**src/rtl/sos_trigger_module.sv**
```systemverilog
// sos_trigger_module: conditions a raw active-low push-button (two-flop
// synchroniser plus counter debounce), then sequences start requests to the
// SOS generator. One press can be queued while a message is running, and an
// optional auto-repeat mode loops the message with a fixed low gap.
`timescale 1ns/1ps
module sos_trigger_module #(
    parameter int DEBOUNCE_CYCLES = 500000,
    parameter int DB_W            = 20,
    parameter int GAP_CYCLES      = 50000000,
    parameter int GAP_W           = 26
) (
    input  logic CLK,
    input  logic RST,
    input  logic Key_In,
    input  logic Repeat_En,
    input  logic Done_Sig,
    output logic Start_Sig,
    output logic Busy,
    output logic Pend_Flag,
    output logic Key_Press
);

    localparam int SYNC_STAGES = 2;

    localparam logic [1:0] ST_IDLE = 2'd0;
    localparam logic [1:0] ST_RUN  = 2'd1;
    localparam logic [1:0] ST_GAP  = 2'd2;

    // Terminal counts; the counters stop here and never wrap.
    localparam logic [DB_W-1:0]  DB_LAST  = DB_W'(DEBOUNCE_CYCLES - 1);
    localparam logic [GAP_W-1:0] GAP_LAST = GAP_W'(GAP_CYCLES - 1);

    // ------------------------------------------------------------------
    // Synchroniser chain (idles at 1 because the key is active-low)
    // ------------------------------------------------------------------
    logic [SYNC_STAGES-1:0] sync_reg;
    logic [SYNC_STAGES-1:0] sync_next;
    logic                   k_s;

    genvar gi;
    generate
        for (gi = 0; gi < SYNC_STAGES; gi++) begin : g_sync
            if (gi == 0) begin : g_first
                assign sync_next[gi] = Key_In;
            end else begin : g_rest
                assign sync_next[gi] = sync_reg[gi-1];
            end
        end
    endgenerate

    assign k_s = sync_reg[SYNC_STAGES-1];

    // Shift the raw key through the synchroniser flops.
    always_ff @(posedge CLK) begin
        if (RST) begin
            sync_reg <= '1;
        end else begin
            sync_reg <= sync_next;
        end
    end

    // ------------------------------------------------------------------
    // Debounce: accept a new level only after DEBOUNCE_CYCLES consecutive
    // mismatching samples; any matching sample restarts the count.
    // ------------------------------------------------------------------
    logic [DB_W-1:0] db_cnt_reg;
    logic            key_db_reg;
    logic            key_press_reg;

    // Track mismatch run length, flip the debounced level, pulse on a press edge.
    always_ff @(posedge CLK) begin
        if (RST) begin
            db_cnt_reg    <= '0;
            key_db_reg    <= 1'b1;
            key_press_reg <= 1'b0;
        end else begin
            key_press_reg <= 1'b0;
            if (k_s == key_db_reg) begin
                db_cnt_reg <= '0;
            end else if (db_cnt_reg >= DB_LAST) begin
                key_db_reg    <= k_s;
                db_cnt_reg    <= '0;
                // Only the 1->0 transition of the debounced key is a press.
                key_press_reg <= ~k_s;
            end else begin
                db_cnt_reg <= db_cnt_reg + DB_W'(1);
            end
        end
    end

    // ------------------------------------------------------------------
    // Start sequencer
    // ------------------------------------------------------------------
    logic [1:0]       state_reg;
    logic [1:0]       state_next;
    logic             pend_reg;
    logic             pend_next;
    logic [GAP_W-1:0] gap_cnt_reg;
    logic [GAP_W-1:0] gap_cnt_next;
    logic             start_reg;
    logic             busy_reg;

    // Next-state logic for IDLE / RUN / GAP, the pending-press flag and gap timer.
    always_comb begin
        state_next   = state_reg;
        pend_next    = pend_reg;
        gap_cnt_next = gap_cnt_reg;
        case (state_reg)
            ST_IDLE: begin
                gap_cnt_next = '0;
                pend_next    = 1'b0;
                if (key_press_reg) begin
                    state_next = ST_RUN;
                end
            end
            ST_RUN: begin
                gap_cnt_next = '0;
                // One-deep queue: a press while pending is simply dropped.
                if (key_press_reg) begin
                    pend_next = 1'b1;
                end
                // A press arriving with Done still counts as queued, so it
                // forces the gap path rather than returning to IDLE.
                if (Done_Sig) begin
                    if (pend_reg || key_press_reg || Repeat_En) begin
                        state_next = ST_GAP;
                    end else begin
                        state_next = ST_IDLE;
                    end
                end
            end
            ST_GAP: begin
                // Presses are absorbed here: another run is already due.
                if (!Repeat_En && !pend_reg) begin
                    state_next   = ST_IDLE;
                    gap_cnt_next = '0;
                end else if (gap_cnt_reg >= GAP_LAST) begin
                    state_next   = ST_RUN;
                    pend_next    = 1'b0;
                    gap_cnt_next = '0;
                end else begin
                    gap_cnt_next = gap_cnt_reg + GAP_W'(1);
                end
            end
            default: begin
                state_next   = ST_IDLE;
                pend_next    = 1'b0;
                gap_cnt_next = '0;
            end
        endcase
    end

    // Register the FSM and drive Start/Busy straight from flops.
    always_ff @(posedge CLK) begin
        if (RST) begin
            state_reg   <= ST_IDLE;
            pend_reg    <= 1'b0;
            gap_cnt_reg <= '0;
            start_reg   <= 1'b0;
            busy_reg    <= 1'b0;
        end else begin
            state_reg   <= state_next;
            pend_reg    <= pend_next;
            gap_cnt_reg <= gap_cnt_next;
            start_reg   <= (state_next == ST_RUN);
            busy_reg    <= (state_next != ST_IDLE);
        end
    end

    assign Start_Sig = start_reg;
    assign Busy      = busy_reg;
    assign Pend_Flag = pend_reg;
    assign Key_Press = key_press_reg;

endmodule

```
**config.mk**
```make
export PLATFORM = sky130hd
export DESIGN_NAME = sos_trigger_module
export DESIGN_NICKNAME = d
export VERILOG_FILES = /design/src/rtl/sos_trigger_module.sv
export SDC_FILE = /design/constraint.sdc
export NUM_CORES = 1
export LEC_CHECK = 0
export ABC_AREA = 0
export ABC_CLOCK_PERIOD_IN_PS = 2250
export CELL_PAD_IN_SITES_DETAIL_PLACEMENT = 2
export CELL_PAD_IN_SITES_GLOBAL_PLACEMENT = 2
export CORE_ASPECT_RATIO = 0.75
export CORE_UTILIZATION = 39
export CTS_BUF_LIST = sky130_fd_sc_hd__clkbuf_8
export CTS_CLUSTER_DIAMETER = 60
export DETAILED_ROUTE_END_ITERATION = 10
export GPL_TIMING_DRIVEN = 0
export PLACE_DENSITY = 0.83
export SLEW_MARGIN = 30
export SYNTH_ARGS = -nofsm -noshare
export SYNTH_HDL_FRONTEND = slang
export SYNTH_SLANG_ARGS = --single-unit
export TNS_END_PERCENT = 50
```
**constraint.sdc**
```tcl
create_clock -name CLK -period 2.25 [get_ports CLK]
set_input_delay 0.225 -clock CLK [delete_from_list [all_inputs] [get_ports CLK]]
set_output_delay 0.225 -clock CLK [all_outputs]
set_load 0.005 [all_outputs]
```
==> flow_metrics.env <==
export IMPL_die_area_um2=6550
export IMPL_clock_fmax_ghz=0.468
export IMPL_synth_area_um2=2430
export IMPL_diodes=0
export IMPL_setup_tns_final_ns=0
export IMPL_required_ns=2.50
export IMPL_outcome="finished clean"
export IMPL_synth_top_family_by_area="simple AND/OR/NAND/NOR gates"
export IMPL_critPathMaxFanout=10
export IMPL_powerDensity_nw_per_um2=619
export IMPL_vias=1961
export IMPL_avgSynthCellArea_um2=8.89
export IMPL_synth_compound_area_share_pct=5.77
export IMPL_largest_reg_flops=26
export IMPL_overflow=0
export IMPL_fp_dieW_um=93.1
export IMPL_dpl_hpwl_mm=4.55
export IMPL_tightest_slew_ns=0.538
export IMPL_initial_core_util_pct=41.0
export IMPL_grt_pass1_vias=2153
export IMPL_fin_crit_ns=2.14
export IMPL_synthSimpleGateAreaFrac_pct=29.3
export IMPL_layout_commonest_cell="nor2_1"
export IMPL_clk_latency_ns=0.31
export IMPL_cts_sinks=55
export IMPL_synth_area_mux_share_pct=0.464
export IMPL_instances_no_fill=367
export IMPL_grt_pass1_wl_mm=11.2
export IMPL_synth_edf_count=0
export IMPL_layout_common_cells="nor2_1 (57), dfxtp_1 (55), xnor2_1 (27), nand3_1 (16), nand2_1 (16)"
export IMPL_startpoint_type="flop"
export IMPL_synthFlopType="dfxtp_1"
export IMPL_synth_cells=273
export IMPL_crit_type="flop to flop"
export IMPL_ys_types=45
export IMPL_final_util_pct=46.2
export IMPL_holdWs_ns=0.420
export IMPL_die_h_um=70.3
export IMPL_grt_usage_pct=22.1
export IMPL_synthXorXnorAreaFrac_pct=14.8
export IMPL_setup_violations_final=0
export IMPL_synthAdderAreaFrac_pct=1.03
export IMPL_first_pass_iters=4
export IMPL_ys_warn_count=0
export IMPL_hold_violations=0
export IMPL_drc=0
export IMPL_clock_skew_ns=0.0113
export IMPL_grt_max_degree=18
export IMPL_hold_depth=1
export IMPL_io_buffers=8
export IMPL_max_slew_margin_pct=63.8
export IMPL_via_per_inst=5.34
export IMPL_hold_path_startpoint="sync_reg[0]$_SDFF_PP1_"
export IMPL_arrival_ns=2.38
export IMPL_area_growth_pct=12.6
export IMPL_ys_seq_elements=55
export IMPL_syn_nets=280
export IMPL_ys_seq_area_share_pct=45.4
export IMPL_rows=24
export IMPL_drt_initial_drc_count=47
export IMPL_cts_made_buffers=5
export IMPL_dp_cells=359
export IMPL_root_buffer="clkbuf_8"
export IMPL_crit_path_start="db_cnt_reg[0]$_SDFF_PP0_"
export IMPL_async_reset_ff_share_pct=0
export IMPL_finish_instance_area_um2=2730
export IMPL_gp_congestion=0.704
export IMPL_io_pins=9
export IMPL_rsz0062_at_grt="false"
export IMPL_rr_startpoint="db_cnt_reg[0]$_SDFF_PP0_"
export IMPL_drive_gt1_share_pct=9.69
export IMPL_clk_path_buf_depth=2
export IMPL_power_leakage_nw=0.831
export IMPL_cap_viol_max_count=0
export IMPL_nNetsFinal=295
export IMPL_hold_class="flop to flop"
export IMPL_htreeDepth=2
export IMPL_cts_clk_slew_worst_paths_ns=0.11
export IMPL_reg2reg_depth=8
export IMPL_place_area_um2=2610
export IMPL_coreArea_um2=5920
export IMPL_final_antenna_net_count=0
export IMPL_end_kind="flop"
export IMPL_cts_tree="built"
export IMPL_finalCritPeriodShare_pct=95.0
export IMPL_drt_total_wl_mm=6.56
export IMPL_antenna_found_initial=0
export IMPL_slew_viol_final=0
export IMPL_irDropWorstVdd_uv=282
export IMPL_wl_per_cell_um=17.9
-- cells by family (layout without fill, tap and decap cells) --
logic type / Yosys count / in the layout
buffers and inverters: 14 / 30
and+or+nand+nor: 141 / 141
DFF: 55 / 55
xor gates and xnor gates: 41 / 41
other: 1 / 1
adders and majority gates: 2 / 2
AOI/OAI and AO/OA: 18 / 18
muxes: 1 / 1
-- synthesized netlist by cell type (3+ instances only) --
master   number  share of area, %
nor2_1       57               8.8
dfxtp_1      55                45
xnor2_1      27               9.7
nand2_1      16               2.5
nand3_1      16               3.3
xor2_1       14               5.1
inv_1         7               1.1
nand4_1       7               1.8
nor3_1        7               1.4
and3_1        6               1.5
nor4_1        5               1.3
or2_2         5               1.3
or3_1         4               1.0
buf_2         3              0.62
nor2b_1       3              0.77
nor4_2        3               1.5
o21ai_0       3              0.62
-- final timing paths --
path                         endpoint  slack, ns
max          db_cnt_reg[7]$_SDFF_PP0_       0.11
min            sync_reg[1]$_SDFF_PP1_       0.42
max reg2reg  db_cnt_reg[7]$_SDFF_PP0_       0.11
min reg2reg    sync_reg[1]$_SDFF_PP1_       0.42
-- cell type report --
| cell class | instances | area (um2) |
|---|---|---|
| fillers | 649 | 3180 |
| multi-input cells | 204 | 1270 |
| flip-flops and latches | 55 | 1100 |
| well taps | 78 | 97.6 |
| repair buffers | 8 | 80.1 |
| clock buffers | 5 | 68.8 |
| plain buffers | 7 | 48.8 |
| clock inverters | 3 | 43.8 |
| inverters | 7 | 26.3 |
-- routing by layer --
layer  share of wire, %  vias up  global-route usage [%]
met1                 50      980                    30.0
met2                 47       23                    36.4
met5                  0        -                       0
li1                   -      954                       -
met4               0.58        0                    4.10
met3                2.3        4                    4.25
-- repair_timing --
action / 4_1_cts / 5_1_grt
hold buffers: 0 / 0
setup buffers: 0 / 0
setup endpoints to repair: 1 / 1
gates resized for setup: 1 / 1
pin swaps: 0 / 1
-- critical path, stage by stage, from the launching register on --
cell	delay, ns
dfxtp_1	0.35
ha_1	0.26
and4_4	0.17
o41ai_2	0.26
a31oi_2	0.19
or3_1	0.40
buf_6	0.16
buf_8	0.14
nor2_1	0.14
-- through the flow --
stage                     power, mW  setup WS [ns]
after floorplan                1.02          0.453
after global placement         1.04          0.244
after detailed placement       1.04         0.0881
after CTS                      1.70         0.0707
after global routing           1.76         0.0209
final                          1.69          0.111
-- power by group --
| group | leakage [nW] | total [mW] | switching, mW | internal (mW) |
|---|---|---|---|---|
| combinational | 0.329 | 0.0372 | 0.0190 | 0.0182 |
| sequential | 0.444 | 0.982 | 0.00406 | 0.978 |
| clock | 0.0581 | 0.672 | 0.340 | 0.332 |
Power figures use the tool's default switching activity.
